## src/rtl/rdreq_sel.sv

```systemverilog
// Round-robin read-request selector: locks one user channel onto the DDR3 core
// read port for a whole burst and routes returned beats/finish back to it.
module rdreq_sel #(
  parameter int APP_DATA_WIDTH = 128,
  parameter int APP_ADDR_WIDTH = 28,
  parameter int CHANNEL_NUM    = 3
) (
  input  logic                               clk,
  input  logic                               rst,
  input  logic [CHANNEL_NUM-1:0]             rd_req_,
  input  logic [APP_ADDR_WIDTH*CHANNEL_NUM-1:0] rd_addr_,
  input  logic [10*CHANNEL_NUM-1:0]          rd_num_,
  output logic [CHANNEL_NUM-1:0]             rd_grant_,
  output logic [CHANNEL_NUM-1:0]             rd_valid_,
  output logic [CHANNEL_NUM-1:0]             rd_finish_,
  output logic [APP_DATA_WIDTH-1:0]          rd_data_,
  output logic                               rd_err,
  output logic                               rd_req,
  output logic [APP_ADDR_WIDTH-1:0]          rd_addr,
  output logic [9:0]                         rd_num,
  input  logic                               rd_allow,
  input  logic [APP_DATA_WIDTH-1:0]          rd_data,
  input  logic                               rd_finish
);

  localparam int PTR_W = (CHANNEL_NUM > 1) ? $clog2(CHANNEL_NUM) : 1;

  typedef enum logic [1:0] {S_IDLE, S_BUSY, S_RELEASE} state_t;

  state_t                      r_state;
  logic [PTR_W-1:0]            r_ptr;
  logic [PTR_W-1:0]            r_sel_idx;
  logic [CHANNEL_NUM-1:0]      r_sel;
  logic [10:0]                 r_cnt;
  logic [CHANNEL_NUM-1:0]      r_grant;
  logic [CHANNEL_NUM-1:0]      r_valid;
  logic [CHANNEL_NUM-1:0]      r_finish;
  logic [APP_DATA_WIDTH-1:0]   r_data;
  logic                        r_err;
  logic                        r_req;
  logic [APP_ADDR_WIDTH-1:0]   r_addr;
  logic [9:0]                  r_num;

  logic                        w_any;
  logic [PTR_W-1:0]            w_win_idx;
  logic [CHANNEL_NUM-1:0]      w_win_oh;
  logic [APP_ADDR_WIDTH-1:0]   w_win_addr;
  logic [9:0]                  w_win_num;
  logic [10:0]                 w_cnt_nxt;

  // Beat counter never wraps, so an overlong burst can't alias to a good count.
  function automatic logic [10:0] sat_inc(input logic [10:0] v);
    return (v == 11'h7FF) ? v : v + 11'd1;
  endfunction

  // Round-robin: scan upward from the channel after the last one served.
  always_comb begin
    int               idx;
    logic [PTR_W-1:0] v_idx;
    idx       = 0;
    v_idx     = '0;
    w_any     = 1'b0;
    w_win_idx = '0;
    w_win_oh  = '0;
    for (int k = 1; k <= CHANNEL_NUM; k++) begin
      idx = int'(r_ptr) + k;
      if (idx >= CHANNEL_NUM) idx = idx - CHANNEL_NUM;
      v_idx = PTR_W'(idx);
      if (!w_any && rd_req_[v_idx]) begin
        w_any     = 1'b1;
        w_win_idx = v_idx;
      end
    end
    if (w_any) w_win_oh[w_win_idx] = 1'b1;
  end

  assign w_win_addr = rd_addr_[w_win_idx*APP_ADDR_WIDTH +: APP_ADDR_WIDTH];
  assign w_win_num  = rd_num_[w_win_idx*10 +: 10];
  assign w_cnt_nxt  = rd_allow ? sat_inc(r_cnt) : r_cnt;

  always_ff @(posedge clk) begin
    if (rst) begin
      r_state   <= S_IDLE;
      r_ptr     <= PTR_W'(CHANNEL_NUM - 1);
      r_sel_idx <= '0;
      r_sel     <= '0;
      r_cnt     <= '0;
      r_grant   <= '0;
      r_valid   <= '0;
      r_finish  <= '0;
      r_data    <= '0;
      r_err     <= 1'b0;
      r_req     <= 1'b0;
      r_addr    <= '0;
      r_num     <= '0;
    end else begin
      r_valid  <= '0;
      r_finish <= '0;
      r_err    <= 1'b0;
      case (r_state)
        S_IDLE: begin
          if (w_any) begin
            r_addr    <= w_win_addr;
            r_num     <= w_win_num;
            r_sel     <= w_win_oh;
            r_sel_idx <= w_win_idx;
            r_cnt     <= '0;
            // Zero-length request never reaches the core; answer it locally.
            if (w_win_num == 10'd0) begin
              r_err    <= 1'b1;
              r_finish <= w_win_oh;
              r_ptr    <= w_win_idx;
              r_state  <= S_RELEASE;
            end else begin
              r_req   <= 1'b1;
              r_grant <= w_win_oh;
              r_state <= S_BUSY;
            end
          end
        end
        S_BUSY: begin
          if (rd_allow) begin
            r_data  <= rd_data;
            r_valid <= r_sel;
            r_cnt   <= w_cnt_nxt;
          end
          if (rd_finish) begin
            r_finish <= r_sel;
            r_req    <= 1'b0;
            r_grant  <= '0;
            r_ptr    <= r_sel_idx;
            r_err    <= (w_cnt_nxt != {1'b0, r_num});
            r_state  <= S_RELEASE;
          end
        end
        S_RELEASE: r_state <= S_IDLE;
        default:   r_state <= S_IDLE;
      endcase
    end
  end

  assign rd_grant_  = r_grant;
  assign rd_valid_  = r_valid;
  assign rd_finish_ = r_finish;
  assign rd_data_   = r_data;
  assign rd_err     = r_err;
  assign rd_req     = r_req;
  assign rd_addr    = r_addr;
  assign rd_num     = r_num;

endmodule
```

## config.mk

```make
export PLATFORM = sky130hd
export DESIGN_NAME = rdreq_sel
export DESIGN_NICKNAME = d
export VERILOG_FILES = /design/src/rtl/rdreq_sel.sv
export SDC_FILE = /design/constraint.sdc
export NUM_CORES = 1
export LEC_CHECK = 0
export CORE_AREA = 2 2 166 168
export CTS_CLUSTER_DIAMETER = 150
export DETAILED_ROUTE_END_ITERATION = 8
export DIE_AREA = 0 0 168 170
export PLACE_DENSITY = 0.65
export SLEW_MARGIN = 20
export SYNTH_ARGS = -nofsm -noshare
export SYNTH_HDL_FRONTEND = slang
export SYNTH_SLANG_ARGS = --single-unit
```

## constraint.sdc

```tcl
create_clock -name clk -period 3.5 [get_ports clk]
set_input_delay 0.7 -clock clk [delete_from_list [all_inputs] [get_ports clk]]
set_output_delay 0.7 -clock clk [all_outputs]
set_load 0.02 [all_outputs]
```

After elaboration in Yosys (flattened, before gate mapping) --
Index checks and enable logic that the tools add are counted.
Word-level totals: bits in registers 197, bits of input ports 249, output and inout bits 177, logic and storage cells 103
Operators by class: add/sub/neg operators 7, $mul 2, order comparisons 8, equal/unequal tests 8, shifts and indexed selects 2, multiplexer cells 46, bitwise logic cells 2, reductions and logical operators 15
Operator list (count):
- 84-bit by 8-bit indexed part select with 28-bit output | 1
- 11-bit 2-to-1 mux | 4
- 30-bit by 7-bit indexed part select with 10-bit output | 1
- 2-bit 2-to-1 mux | 12
- 11-bit one-hot mux with 2 select lines | 1
- 3-bit 2-to-1 mux | 6
- 1-bit 2-to-1 mux | 13
- 2-bit by 3-bit less-than comparator with 1-bit output, second input constant | 4
- 3-bit one-hot mux with 2 select lines | 2
- 11-bit by 1-bit adder with 11-bit output, second input constant | 1
- 11-bit == test, second input constant | 1
- 11-bit by 10-bit != test with 1-bit output | 1
- 10-bit logical NOT | 1
- 2-bit by 3-bit multiplier with 5-bit output, second input constant | 2
- 2-bit != test, second input constant | 5
- 3-bit by 2-bit >= comparator with 1-bit output, second input constant | 3
- 2-bit one-hot mux with 2 select lines | 2
- 4-bit AND reduction | 2
- 2-bit by 2-bit adder with 3-bit output, second input constant | 2
- 1-bit binary-select mux with 2-bit select | 3
- 2-bit AND reduction | 3
- 2-bit subtractor, second input constant | 3
- 1-bit one-hot mux with 2 select lines | 2
- 2-bit by 1-bit adder with 3-bit output, second input constant | 1
- other kinds (10) | 14

Depth between registers and ports, before layout --
Gate-level depths: netlist of run 1.
word-level depth 19, gate-level depth with buffers 13

Worst setup path before layout of run 1 --
OpenSTA, ideal clock, no wires.
kind register -> register, from reg r_ptr[0], to reg r_ptr[0], data arrival time 2630 ps, required time 3426 ps, slack 796 ps, cell stages (with the launch flop) 12, buffers on the path 2, period minus slack after synthesis 2704 ps, cells stage by stage dfxtp_1 > inv_1 > ha_1 > buf_4 > inv_1 > o22ai_1 > o21a_2 > buf_6 > o211ai_1 > nand3_1 > or4_1 > a31oi_1
Between the ends: word-level cells in the longest chain between the ends 17, elaborated cells between the ends (all ways) 37, those cells by class add/sub (6); mul (1); order compare (3); eq/ne (2); shift (1); mux (18); reduce/logical (6)
Ends and longest elaborated chain:
- start, declared | RTL line 31 | logic [PTR_W-1:0] r_ptr;
- start signal, assigned | RTL line 84 | r_ptr <= PTR_W'(CHANNEL_NUM - 1);
- start signal, assigned | RTL line 112 | r_ptr <= w_win_idx;
- start signal, assigned | RTL line 131 | r_ptr <= r_sel_idx;
- 2-bit by 1-bit adder with 3-bit output | RTL line 66 | idx = int'(r_ptr) + k;
- 3-bit by 2-bit >= comparator with 1-bit output or 2-bit subtractor (tied branches) | RTL line 67 | if (idx >= CHANNEL_NUM) idx = idx - CHANNEL_NUM;
- 2-bit 2-to-1 mux | RTL line 67
- 1-bit binary-select mux with 2-bit select | RTL line 69 | if (!w_any && rd_req_[v_idx]) begin
- 1-bit 2-to-1 mux (not written as such) | RTL line 69
- 1-bit 2-to-1 mux | RTL line 69
- 1-bit logical NOT | RTL line 69
- 1-bit logical AND | RTL line 69
- 1-bit 2-to-1 mux | RTL line 69
- 1-bit logical NOT | RTL line 69
- 1-bit logical AND | RTL line 69
- 2-bit 2-to-1 mux | RTL line 69
- 2-bit by 3-bit multiplier with 5-bit output | RTL line 78 | assign w_win_num = rd_num_[w_win_idx*10 +: 10];
- 30-bit by 7-bit indexed part select with 10-bit output | RTL line 78
- 10-bit logical NOT | RTL line 109 | if (w_win_num == 10'd0) begin
- 2-bit != test (no line)
- 4-bit AND reduction (no line)
Parallel ways exist; a longest one is shown, timed or not. The select of a mux whose other input is x is not followed. A chain may end at the register's enable or synchronous reset.

Final worst setup path of run 1 --
from reg r_ptr[1], to reg r_finish[1] (netlist: rd_finish_[1])
Between the ends: word-level cells in the longest chain between the ends 19, elaborated cells between the ends (all ways) 39, those cells by class add/sub (6); mul (1); order compare (5); shift (1); mux (20); reduce/logical (6)
Ends and longest elaborated chain:
- branches (longest 17 deep; another with 2-bit by 1-bit adder with 3-bit output)
- 3-bit 2-to-1 mux (*) | RTL line 102 | if (w_any) begin
- 3-bit one-hot mux with 2 select lines (*) | RTL line 100 | case (r_state)
- end signal, assigned | RTL line 111 | r_finish <= w_win_oh;
- end signal, assigned | RTL line 128 | r_finish <= r_sel;
- end, declared | RTL line 37 | logic [CHANNEL_NUM-1:0] r_finish;
Every way passes the cells marked *. The select of a mux whose other input is x is not followed.

==> flow_summary.ini, run 1 <==
[placement]
place.gp.congestion = 0.885
io_buffer_count = 425
dp_slack_ns = 0.184
post-dp-hpwl_mm = 23.2

[final_layout]
drive_above_1_share_pct = 5.15
nets = 1757
area_delta_synth_final_pct = 60.9

[clock_tree]
clkLatencyLatePin_ns = 0.44
clock_sinks = 197
clkTransAtPathRegs_ns = 0.08
cts.path.max_buffers = 2
ctsResizeCount = 0
postCtsSetupBuffers = 0
hold_buffers = 0
h-tree-depth = 4
cts_buffers = 17
tritoncts = built
clockRootBuffer = clkbuf_16

[setup_path]
critical_path_arrival_ns = 3.47
crit_type = flop to flop
path_max_fanout = 13
critPathLaunchType = flop
cp.required_ns = 3.87
cp-end-kind = flop

[power_and_ir_drop]
total_power_uw = 10200
max-vdd-ir-drop_mv = 0.338
cellLeakagePower_uw = 0.00480
power_density_nw_per_um2 = 740

[sta]
finalWorstSetupSlack_ns = 0.400
hold_violations = 0
finalSetupViolCount = 0
slew_violations = 0
fin_tns_setup_ns = 0
worstMarginPinSlew_ns = 0.944
min_period_over_period_pct = 88.6
period_minus_slack_ns = 3.10
fin_skew_ns = 0.0236
rsz0062_at_grt = no
slew-limit-headroom_pct = 37.0
fmax_mhz = 323

[synthesis]
async_flop_share_pct = 0
syn_inst = 1123
synth_edf_count = 0
ys.flop_type = dfxtp_1
yosysWarningCount = 0
synthTopCellsByArea = dfxtp_1, nand2_1, a21oi_1
synth_top_area_share_pct = 46.2
syn_area_per_cell_um2 = 7.60
synth_top_cell_by_area = dfxtp_1
synth_cell_type_count = 63
ys_ff_latch = 197
netlist_area_um2 = 8530
syn_nets = 1377
synth.yosys.seq_area_share_pct = 46.2

[floorplanning]
design.core.area_um2 = 26700
initial_core_util_pct = 32.0
fp-row-count = 60
die-area_um2 = 28600
die_y_um = 170
io_pins = 426
die_x_um = 168

[global_routing]
grt_usage_pct = 21.5
grt_pass1_vias = 8783
grt_pass1_wl_mm = 48.4
antenna_found_initial = 2
grt_max_degree = 129
globalRouteOverflowTotal = 0

[drt]
wl_mm = 32.1
drcViolationCount = 0
antenna_left = 0
drt_iter0_markers = 627
dr.pass1.iters = 5
vias_per_cell = 5.06
routedWlPerCell_um = 17.3
num_vias = 9403

[job]
max_cap_violations = 0

[min_path]
hp-class = flop to flop

[run_status]
status = completed
[per-layer routing]
layer	up-vias	wire, µm	global-route usage, %
met3	47	2550	5.60
met4	0	1220	10.1
li1	4643	-	-
met2	385	15800	38.1
met5	-	0	0
met1	4328	12500	24.1
[synthesized netlist by cell type, types with 6 or more instances]
cell type  number
nand2_1       287
dfxtp_1       197
a21oi_1       185
nor2_1        102
clkbuf_1       68
o21ai_0        47
nand3_1        43
a311oi_1       38
buf_1          10
xnor2_1        10
inv_1           9
a211oi_1        8
buf_2           8
nor4_1          8
nand2b_1        6
nand4_1         6
[layout by cell type (no fill, tap or decap), types with 8 or more instances in the layout]
cell type        count
buf_4               22
a211oi_1             8
a311oi_1            38
clkdlybuf4s50_1    424
clkbuf_16           17
a21oi_1            185
nand2_1            286
o21ai_0             46
inv_1                9
nand3_1             43
xnor2_1             10
nor2_1             102
dfxtp_1            197
nor4_1               8
[power by group]
part           internal (µW)  switching (µW)
clock                   1000            1030
sequential              2710             339
combinational           2110            2960
[worst paths after layout]
check / start / end / slack (ns) / cells after the start
max: r_ptr[1] / rd_finish_[1] / 0.40 / 10
min: rd_data_[39] / rd_data_[39] / 0.45 / 2
max reg2reg: r_ptr[1] / rd_finish_[1] / 0.40 / 10
min reg2reg: rd_data_[39] / rd_data_[39] / 0.45 / 2
[flip-flops by register name, summed over array words and instances, names as in the netlist]
signal,count
rd_grant_,3
rd_err,1
rd_finish_,3
rd_req,1
r_sel_idx,2
rd_num,10
rd_data_,128
rd_valid_,3
r_cnt,11
r_sel,3
rd_addr,28
r_ptr,2
r_state,2
[cells by family (layout without fill, tap and decap cells)]
kind of cell	count (synthesis)	count (layout)	synth area share (%)
other cells	0	2	0
mux	5	5	0.587
compound gates	322	322	22.7
fa+ha+maj	5	5	0.733
flops	197	197	46.2
xor+xnor	13	13	1.33
simple gates	482	482	23.7
buf+inv	99	492	4.71
[per-stage QoR]
step | cells | utilization, % | hold slack, ns | instance area (µm²)
5_1_grt | 1859 | 51.5 | 0.470 | 13700
2_1_floorplan | 1123 | - | 0.444 | 8530
4_1_cts | 1857 | 51.5 | 0.457 | 13700
6_report | 1859 | 51.5 | 0.454 | 13700
3_3_place_gp | 1825 | 49.2 | 0.441 | 13100
3_5_place_dp | 1825 | 49.2 | 0.446 | 13100
[final cells by class]
class / count / area (µm²)
fill: 2537 / 12900
timing repair buffer: 451 / 4500
multi-input combinational: 827 / 4210
sequential: 197 / 3940
clock buffer: 19 / 453
tap: 341 / 427
clock inverter: 13 / 149
inverter: 9 / 33.8
antenna: 2 / 5.00
[critical path: stages (launching register included)]
cell and delay, ns:
dfxtp_1 0.37, inv_1 0.10, ha_1 0.49, buf_4 0.20
nor4b_2 0.20, a22oi_1 0.14, nand2b_2 0.33, o211ai_1 0.17
nand3_1 0.25, nor3_2 0.54, a32o_1 0.25
Power figures use the tool's default switching activity.
==> inputs of run 2 (changes only) <==
REMOVE_ABC_BUFFERS = 1   (was not set)
==> run 2 against run 1 <==
  * Via count shrank 1.2%
  * Critical path depth is 1 lower
  * First-iteration DRC count unchanged
  * Fmax shrank 1.7%
==> flow_summary.ini, run 2 (same netlist as run 1, synthesis figures left out) <==
[final_layout]
largest_reg_flops = 128
area_delta_synth_final_pct = 60.3
nets = 1752
stdcell_count = 1852
final_cell_mix = clkdlybuf4s50_1, nand2_1, dfxtp_1
mostFrequentLayoutCell = clkdlybuf4s50_1
diodes = 0
drive_above_1_share_pct = 4.83

[clock_tree]
hold_buffers = 0
clockRootBuffer = clkbuf_16
clkLatencyLatePin_ns = 0.43
ctsResizeCount = 0
h-tree-depth = 4
clkTransAtPathRegs_ns = 0.08
tritoncts = built
clock_sinks = 197
cts.path.max_buffers = 2
cts_buffers = 17
postCtsSetupBuffers = 0

[min_path]
holdCritStartpoint = rd_data_[45]
hp-class = flop to flop
min_to = rd_data_[45]
hold_path_depth = 2

[setup_path]
r2r_start = r_ptr[1]
critPathLaunchType = flop
cp.required_ns = 3.87
path_max_fanout = 12
critical_path_arrival_ns = 3.53
crit_type = flop to flop
cp-end-kind = flop
r2r_end = rd_finish_[1]
rrSetupSlack_ns = 0.35
reg2reg_depth = 9

[sta]
hold_violations = 0
rsz0062_at_grt = no
fin_skew_ns = 0.0166
period_minus_slack_ns = 3.15
slew_violations = 0
finalSetupViolCount = 0
slew-limit-headroom_pct = 51.5
min_period_over_period_pct = 90.1
fmax_mhz = 317
worstMarginPinSlew_ns = 0.718

[drt]
drcViolationCount = 0
antenna_left = 0
routedWlPerCell_um = 16.8
vias_per_cell = 5.02
drt_iter0_markers = 627
dr.pass1.iters = 4
wl_mm = 31.1
num_vias = 9292

[placement]
io_buffer_count = 425
dp_cells = 1820
place.gp.congestion = 0.910
post-dp-hpwl_mm = 22.5

[global_routing]
grt_pass1_vias = 8742
grt_max_degree = 86
globalRouteOverflowTotal = 0
grt_pass1_wl_mm = 47.3
grt_usage_pct = 20.8
antenna_found_initial = 0

[floorplanning]
die-area_um2 = 28600
die_x_um = 168
fp-row-count = 60
design.core.area_um2 = 26700
die_y_um = 170
initial_core_util_pct = 32.0
io_pins = 426

[power_and_ir_drop]
cellLeakagePower_uw = 0.00477
total_power_uw = 9940
power_density_nw_per_um2 = 727
max-vdd-ir-drop_mv = 0.527

[job]
max_cap_violations = 0

[run_status]
status = completed
==> run 2: changes by cell type in the layout (fill, tap and decap cells not counted), sizes merged <==
cell | before | now
clkinv | 5 | 6
diode | 2 | 0
buf | 27 | 22
clkbuf | 19 | 17
inv | 17 | 18
==> run 2: worst max path at each step <==
stage                     startpoint             to  slack, ns  cells after the start
after floorplan             r_ptr[0]       r_ptr[0]      -1.44                      9
after global placement    rd_req_[2]  rd_finish_[1]       0.21                      8
after detailed placement  rd_req_[2]  rd_finish_[1]       0.16                      8
after CTS                   r_ptr[1]  rd_finish_[1]       0.37                      9
after global routing        r_ptr[1]  rd_finish_[0]      0.007                      9
final                       r_ptr[1]  rd_finish_[1]       0.35                      9
==> run 2: through the flow <==
step | instance area, µm² | hold WS, ns | TNS (ns) | util, % | setup WS (ns)
final | 13700 | 0.454 | 0 | 51.3 | 0.347
after global routing | 13700 | 0.470 | 0 | 51.3 | 0.00672
after CTS | 13700 | 0.456 | 0 | 51.3 | 0.373
after detailed placement | 13100 | 0.445 | 0 | 49.1 | 0.158
after global placement | 13100 | 0.441 | 0 | 49.1 | 0.212
after floorplan | 8160 | 0.438 | -47.31 | - | -1.44
==> run 2: power breakdown <==
| part | internal [µW] | leakage (µW) | switching [µW] |
|---|---|---|---|
| sequential | 2710 | 0.00161 | 302 |
| clock | 970 | 0.000291 | 1030 |
| combinational | 2010 | 0.00287 | 2910 |
| total | 5700 | 0.00477 | 4240 |
==> run 2: area by class of cell <==
cell class / instances / area (µm²)
fill: 2512 / 13000
timing repair buffer: 446 / 4450
multi-input combinational: 827 / 4220
sequential: 197 / 3940
tap: 341 / 427
clock buffer: 17 / 425
clock inverter: 15 / 173
inverter: 9 / 33.8
==> run 2: routing by layer <==
metal,vias up,track usage (%),share of wire [%],wire [µm]
met1,4257,23.8,40,12500
met4,0,6.50,2.5,767
met5,-,0,0,0
li1,4635,-,-,-
met2,357,37.3,50,15500
met3,43,6.21,7.5,2340
==> run 2: worst max-delay path, stage by stage, from the launching register on <==
cell      delay (ns)
dfxtp_1         0.37
inv_1           0.11
ha_1            0.56
mux2i_1         0.29
o22ai_1         0.18
o21a_2          0.31
o211ai_1        0.22
nand3_1         0.27
nor3_2          0.55
a32o_1          0.24
==> inputs of run 3 (changes only) <==
REMOVE_ABC_BUFFERS = not set   (was 1)
==> results of run 3 <==
No change in the layout: final DEF, timing and power equal those of run 1.
